**config.mk**
```make
export PLATFORM = sky130hd
export DESIGN_NAME = mef_seq
export DESIGN_NICKNAME = d
export VERILOG_FILES = /design/src/rtl/mef_seq.sv
export SDC_FILE = /design/constraint.sdc
export NUM_CORES = 1
export LEC_CHECK = 0
export CAP_MARGIN = 20
export CORE_ASPECT_RATIO = 0.7
export CORE_UTILIZATION = 50
export DETAILED_ROUTE_END_ITERATION = 8
export HOLD_SLACK_MARGIN = 0.03
export PLACE_DENSITY = 0.75
export SLEW_MARGIN = 5
export SYNTH_ARGS = -nofsm -noshare
export SYNTH_HDL_FRONTEND = slang
export SYNTH_SLANG_ARGS = --single-unit
```
**constraint.sdc**
```tcl
create_clock -name clk -period 2.2 [get_ports clk]
set_clock_uncertainty 0.15 [all_clocks]
set_input_delay 0.44 -clock clk [delete_from_list [all_inputs] [get_ports clk]]
set_output_delay 0.44 -clock clk [all_outputs]
set_load 0.02 [all_outputs]
```
**src/rtl/mef_seq.sv**
```systemverilog
// Work-cycle sequencer: arm on clear guard/sensor, run motor for EV_COUNT event rises,
// wait for rd release under a watchdog, then done; error state with bounded retries.
module mef_seq #(
  parameter int unsigned EV_COUNT  = 4,
  parameter int unsigned EV_W      = 4,
  parameter int unsigned TIMEOUT   = 16,
  parameter int unsigned TO_W      = 8,
  parameter int unsigned MAX_RETRY = 2,
  parameter int unsigned DONE_W    = 8
) (
  input  logic              clk,
  input  logic              reset,
  input  logic              g,
  input  logic              s,
  input  logic              ev,
  input  logic              rd,
  input  logic              back,
  output logic              M,
  output logic              LEV,
  output logic              Lerro,
  output logic              D,
  output logic [2:0]        state_o,
  output logic [1:0]        err_code,
  output logic [DONE_W-1:0] done_cnt
);

  localparam int unsigned RW = (MAX_RETRY > 0) ? $clog2(MAX_RETRY + 1) : 1;

  localparam logic [EV_W-1:0] EvTarget = EV_W'(EV_COUNT);
  localparam logic [TO_W-1:0] ToLast   = TO_W'(TIMEOUT - 1);
  localparam logic [RW-1:0]   RetryMax = RW'(MAX_RETRY);

  localparam logic [2:0] StIdle   = 3'b000;
  localparam logic [2:0] StRun    = 3'b001;
  localparam logic [2:0] StWaitRd = 3'b010;
  localparam logic [2:0] StDone   = 3'b011;
  localparam logic [2:0] StError  = 3'b100;

  logic [2:0]        state_q, state_d;
  logic              ev_q;
  logic [EV_W-1:0]   ev_cnt_q, ev_cnt_d;
  logic [TO_W-1:0]   timer_q, timer_d;
  logic [RW-1:0]     retry_q, retry_d;
  logic [DONE_W-1:0] done_q, done_d;
  logic [1:0]        err_q, err_d;
  logic              ev_rise;
  logic [EV_W-1:0]   ev_inc;

  assign ev_rise = ev & ~ev_q;
  assign ev_inc  = ev_cnt_q + EV_W'(1);

  always_comb begin
    state_d  = state_q;
    ev_cnt_d = ev_cnt_q;
    timer_d  = timer_q;
    retry_d  = retry_q;
    done_d   = done_q;
    err_d    = err_q;
    case (state_q)
      StIdle: begin
        if (!g && !s) begin
          state_d  = StRun;
          ev_cnt_d = '0;
        end
      end
      StRun: begin
        // Guard beats a simultaneous event rise; that rise is dropped.
        if (g) begin
          state_d = StError;
          err_d   = 2'b01;
        end else if (ev_rise) begin
          ev_cnt_d = ev_inc;
          if (ev_inc == EvTarget) begin
            state_d = StWaitRd;
            timer_d = '0;
          end
        end
      end
      StWaitRd: begin
        if (!rd) begin
          state_d = StDone;
          done_d  = done_q + DONE_W'(1);
        end else if (timer_q == ToLast) begin
          state_d = StError;
          err_d   = 2'b10;
        end else begin
          timer_d = timer_q + TO_W'(1);
        end
      end
      StDone: begin
        if (back) begin
          state_d  = StRun;
          ev_cnt_d = '0;
        end
      end
      StError: begin
        // Once retry reaches RetryMax this never fires: lockout until reset.
        if (back && !g && (retry_q < RetryMax)) begin
          state_d  = StRun;
          retry_d  = retry_q + RW'(1);
          ev_cnt_d = '0;
          err_d    = 2'b00;
        end
      end
      default: state_d = StIdle;
    endcase
  end

  always_ff @(posedge clk) begin
    if (reset) begin
      state_q  <= StIdle;
      ev_q     <= 1'b0;
      ev_cnt_q <= '0;
      timer_q  <= '0;
      retry_q  <= '0;
      done_q   <= '0;
      err_q    <= 2'b00;
    end else begin
      state_q  <= state_d;
      ev_q     <= ev;
      ev_cnt_q <= ev_cnt_d;
      timer_q  <= timer_d;
      retry_q  <= retry_d;
      done_q   <= done_d;
      err_q    <= err_d;
    end
  end

  assign M        = (state_q == StRun) || (state_q == StWaitRd);
  assign LEV      = (state_q == StRun);
  assign Lerro    = (state_q == StError);
  assign D        = (state_q == StDone);
  assign state_o  = state_q;
  assign err_code = err_q;
  assign done_cnt = done_q;

endmodule

```
**Word level (Yosys, flattened, before mapping)**

Index checks and enable logic that the tools add are counted.

- Input port bits: 7
- Output and inout bits: 17
- Word-level logic and storage cells: 76
- Register bits: 28

- Reductions and logical operators: 16
- Multiplexer cells: 26
- Equal/unequal tests: 19
- Bitwise gates (word level): 3
- Add/subtract/negate cells: 4
- Magnitude comparators: 1

Operator list:

| cell | number |
|---|---|
| 8-bit 2-to-1 mux | 5 |
| 3-bit 2-to-1 mux | 8 |
| 4-bit 2-to-1 mux | 5 |
| 6-bit AND reduction | 3 |
| 8-bit by 1-bit adder with 8-bit output, second input constant | 2 |
| 4-bit one-hot mux with 4 select lines | 1 |
| 8-bit one-hot mux with 2 select lines | 1 |
| 3-bit one-hot mux with 5 select lines | 1 |
| 2-bit inequality test, second input constant | 6 |
| 8-bit by 4-bit equality test with 1-bit output, second input constant | 1 |
| 2-bit 2-to-1 mux | 4 |
| 2-bit by 1-bit inequality test with 1-bit output, second input constant | 4 |
| 3-bit by 2-bit equality test with 1-bit output, second input constant | 2 |
| 3-bit by 2-bit inequality test with 1-bit output, second input constant | 2 |
| 2-bit one-hot mux with 3 select lines | 1 |
| 5-bit AND reduction | 1 |
| 4-bit by 1-bit adder with 4-bit output, second input constant | 1 |
| 4-bit by 3-bit equality test with 1-bit output, second input constant | 1 |
| 2-bit AND reduction | 2 |
| 4-bit nonzero test | 1 |
| 3-bit by 1-bit equality test with 1-bit output, second input constant | 1 |
| 3-bit equality test, second input constant | 1 |
| 1-bit logical AND | 3 |
| 3-bit logical NOT | 1 |
| 9 further kinds | 11 |

**Longest topological paths before layout**

- Depth after elaboration: 6
- Mapped depth: 7

**Worst setup path after synthesis**

Ideal clock, no wire load.

- Kind: reg-to-reg
- Start point: register state_q[0], in the netlist state_o[0]
- End point: register timer_q[0]
- Setup time: 0.091 ns
- Buffers on the path: 2
- Stages on the path, launching flop included: 7
- Arrival time: 1.732 ns
- Setup slack: 0.227 ns
- Cells stage by stage: dfxtp_1 > buf_6 > or3b_1 > buf_2 > inv_1 > o21ai_1 > a311oi_1

- Longest elaborated chain between the ends: 3

Ends and longest elaborated chain:

| element | RTL line | text |
|---|---|---|
| start: declaration | 39 | `logic [2:0] state_q, state_d;` |
| start signal: assignment | 111 | `state_q <= StIdle;` |
| start signal: assignment | 119 | `state_q <= state_d;` |
| 3-bit by 1-bit equality test with 1-bit output (*) | -- |  |
| named net LEV | 19 | `output logic LEV,` |
| 2-bit by 1-bit inequality test with 1-bit output (no line) (tied with other cells) | -- |  |
| 6-bit AND reduction (no line) | -- |  |
| end signal: assignment | 122 | `timer_q <= timer_d;` |
| end: declaration | 42 | `logic [TO_W-1:0] timer_q, timer_d;` |

The timed path passes the listed nets; every way through them passes the cells marked *.
A chain may end at the register's enable or synchronous reset.

**Worst setup path in the final report**

- Start point: input port g
- End point: register ev_cnt_q[3]

- Longest elaborated chain between the ends: 5

Ends and longest elaborated chain:

| element | RTL line | text |
|---|---|---|
| start: declaration | 13 | `input logic g,` |
| 1-bit logical NOT | 61, 98 |  |
| 1-bit logical AND (2 in a row) | 98 | `if (back && !g && (retry_q < RetryMax)) begin` |
| 2-bit by 1-bit inequality test with 1-bit output (no line) | -- |  |
| 6-bit AND reduction (no line) (*) | -- |  |
| end signal: assignment | 121 | `ev_cnt_q <= ev_cnt_d;` |
| end: declaration | 41 | `logic [EV_W-1:0] ev_cnt_q, ev_cnt_d;` |

Mark *: on every way between the ends. The rest lies on a longest branch, timed or not.

==> metrics.cfg <==
[critical_path]
max_stage_delay_ps = 490
cp-start-kind = primary input
cp_max_fo = 8
path_delay_family = simple AND/OR/NAND/NOR gates
critPathSlowestCell = or4_1
worstSetupEndpointType = flip-flop
crit_buf_inv = 1
crit_chain = clkdlybuf4s50_1 > or2_1 > a2bb2oi_1 > o22ai_2 > or4_1 > a21oi_1
crit_arrival_ps = 2180
critPathKind = primary input to flip-flop
required_ps = 2260

[clock_tree]
clkLatencyLatePin_ps = 280
cts_hold_buf = 0
cts_max_level = 1
clock-root-buffer = clkbuf_8
cts_tree = built
cts_num_sinks = 28
cts_inserted_buffers = 3
clock_path_buffers = 2
clkSlewWorstSetupHoldPaths_ps = 100

[floorplanning]
initial_core_util_pct = 53.8
num_io_pins = 24
rows = 16
die_h_um = 48.5
fp.dieArea_um2 = 3310
core_um2 = 2860
die_x_um = 68.4

[synthesis]
yosys_warnings = 0
synth_top_area_cell = dfxtp_1
synth_edf_count = 0
ys_types = 45
ys_seq_elements = 28
synth_area_leaders = dfxtp_1 36%, a21oi_1 4.5%, nand2_1 4.4%, nor2_1 4.4%, ha_1 3.2%
synth_compound_area_share_pct = 17.7
synth_fa_ha_area_share_pct = 3.25
async_flop_share_pct = 0
avgSynthCellArea_um2 = 8.20
netlist_area_um2 = 1540
synth_mux_area_share_pct = 0
netlist_instances = 188
synth_top_family_by_area = simple AND/OR/NAND/NOR gates
synth_flop_cell = dfxtp_1
synth-seq-area-share_pct = 36.4
synth_fp_nets = 199
yosys.area_share.simple_pct = 33.9
synth_xor_area_share_pct = 5.11
synth_top_area_share_pct = 36.4

[global_route]
grt_pass1_wl_um = 6400
grt_max_degree = 28
overflow = 0
grt.total_usage_pct = 25.4
grt_antenna_before_repair = 0
grt_pass1_vias = 1397

[finish]
final_nets = 233
num-fill-cells = 233
final_layout_size_suffix_gt1_share_pct = 13.1
num_antenna_cells = 0
final_core_util_pct = 68.3
area_delta_synth_final_pct = 26.8
finalNonFillerCells = 257

[pwr]
power.density_nw_per_um2 = 849
finalPower_mw = 1.66
peakVddDrop_mv = 0.654
p_leak_nw = 0.758

[drt]
routed_wl_um = 3840
antenna_left = 0
routed_via_density = 5.83
drc = 0
dr.first_iter.drc_count = 91
dr.pass1.iters = 4
via_count = 1498
avgRoutedWirePerCell_um = 14.9

[sta]
finalHoldViolations = 0
worstMarginPinSlew_ps = 319
worst_slack_ps = 74.1
setup_viol = 0
post-route-period-util_pct = 96.6
fin_crit_ps = 2130
maxSlewHeadroom_pct = 78.2
slew_violations = 0
fmaxAchievable_mhz = 470

[min_path]
min_path_type = flip-flop to flip-flop

[run]
maxCapViolations = 0

[placement]
place.gp.congestion = 0.890
port_buffers = 23
hpwl_um = 2890
placed_cells = 253
post-place-ws_ps = -227

[outcome]
status = complete, no violations

## power breakdown
part / internal [mW] / switching (mW)
Clock: 0.160 / 0.161
Combinational: 0.306 / 0.421
Sequential: 0.550 / 0.0604
## path summary, 6_finish.rpt
path	to	cells past startpoint	slack, ps	start
worst max-delay path	ev_cnt_q[3]	6	70	g
worst min-delay path	err_code[0]	2	370	err_code[0]
worst max register to register	timer_q[1]	6	210	timer_q[0]
worst min register to register	err_code[0]	2	370	err_code[0]
## tightest hold or removal path: stages (launching register included)
cell and delay (ps):
dfxtp_1 330, o21ai_0 70, a21oi_1 70
## metrics by stage
stage | hold slack, ps | instance area, um2 | TNS (ps)
after floorplan | 288 | 1540 | 0
final | 366 | 1950 | 0
after global placement | 324 | 1890 | -224
after CTS | 358 | 1940 | 0
after detailed placement | 338 | 1890 | -632
after global routing | 394 | 1950 | -11.4
## state kept, by name, summed over array words and instances, names as in the netlist
register,count
done_cnt,8
err_code,2
ev_cnt_q,4
ev_q,1
retry_q,2
state_o,3
timer_q,8
## cells in the final DEF (no fill, tap or decap), types with 5 or more instances in the layout
| master | netlist | final |
|---|---|---|
| clkdlybuf4s50_1 | 0 | 19 |
| a21oi_1 | 14 | 14 |
| nor2b_1 | 8 | 8 |
| nor2_1 | 18 | 17 |
| nand4_1 | 5 | 5 |
| buf_4 | 0 | 16 |
| xor2_1 | 5 | 5 |
| o21ai_0 | 8 | 8 |
| nand3_1 | 10 | 10 |
| dfxtp_1 | 28 | 26 |
| nand2_1 | 18 | 18 |
## layer usage
layer  vias up  global-route usage [%]  share of wire (%)
met5         -                       0                  0
met3         2                    6.37                4.1
met2        37                    40.7                 46
met1       707                    34.8                 49
met4         0                    3.82               0.34
li1        752                       -                  -
## synth_stat cells, types with 4 or more instances
cell / number
xnor2_1: 4
a21oi_1: 14
nand2_1: 18
nor2_1: 18
a31oi_1: 4
ha_1: 4
nand3b_1: 4
o21ai_0: 8
clkbuf_1: 6
nor2b_1: 8
nand3_1: 10
and3_1: 4
nand4_1: 5
dfxtp_1: 28
xor2_1: 5
## cell type report
type	instances	area [um2]	share of cell area, %
Multi-Input combinational cell	148	938	48.0
Sequential cell	28	563	28.8
Timing Repair Buffer	39	345	17.7
Clock buffer	4	55.1	2.82
Tap cell	36	45.0	2.30
Inverter	2	7.51	0.384
## timing repair
action                     4_1_cts  5_1_grt
buffers inserted                 0        0
pin swaps                        0        0
setup endpoints to repair        4        3
gates resized for setup          7        2
## kinds of logic after synthesis
kind of cell / count (synthesis)
buf+inv: 12
simple gates: 92
compound gates: 43
flops: 28
fa+ha+maj: 4
xor+xnor: 9
No activity file was read; power rests on OpenSTA's default activity.
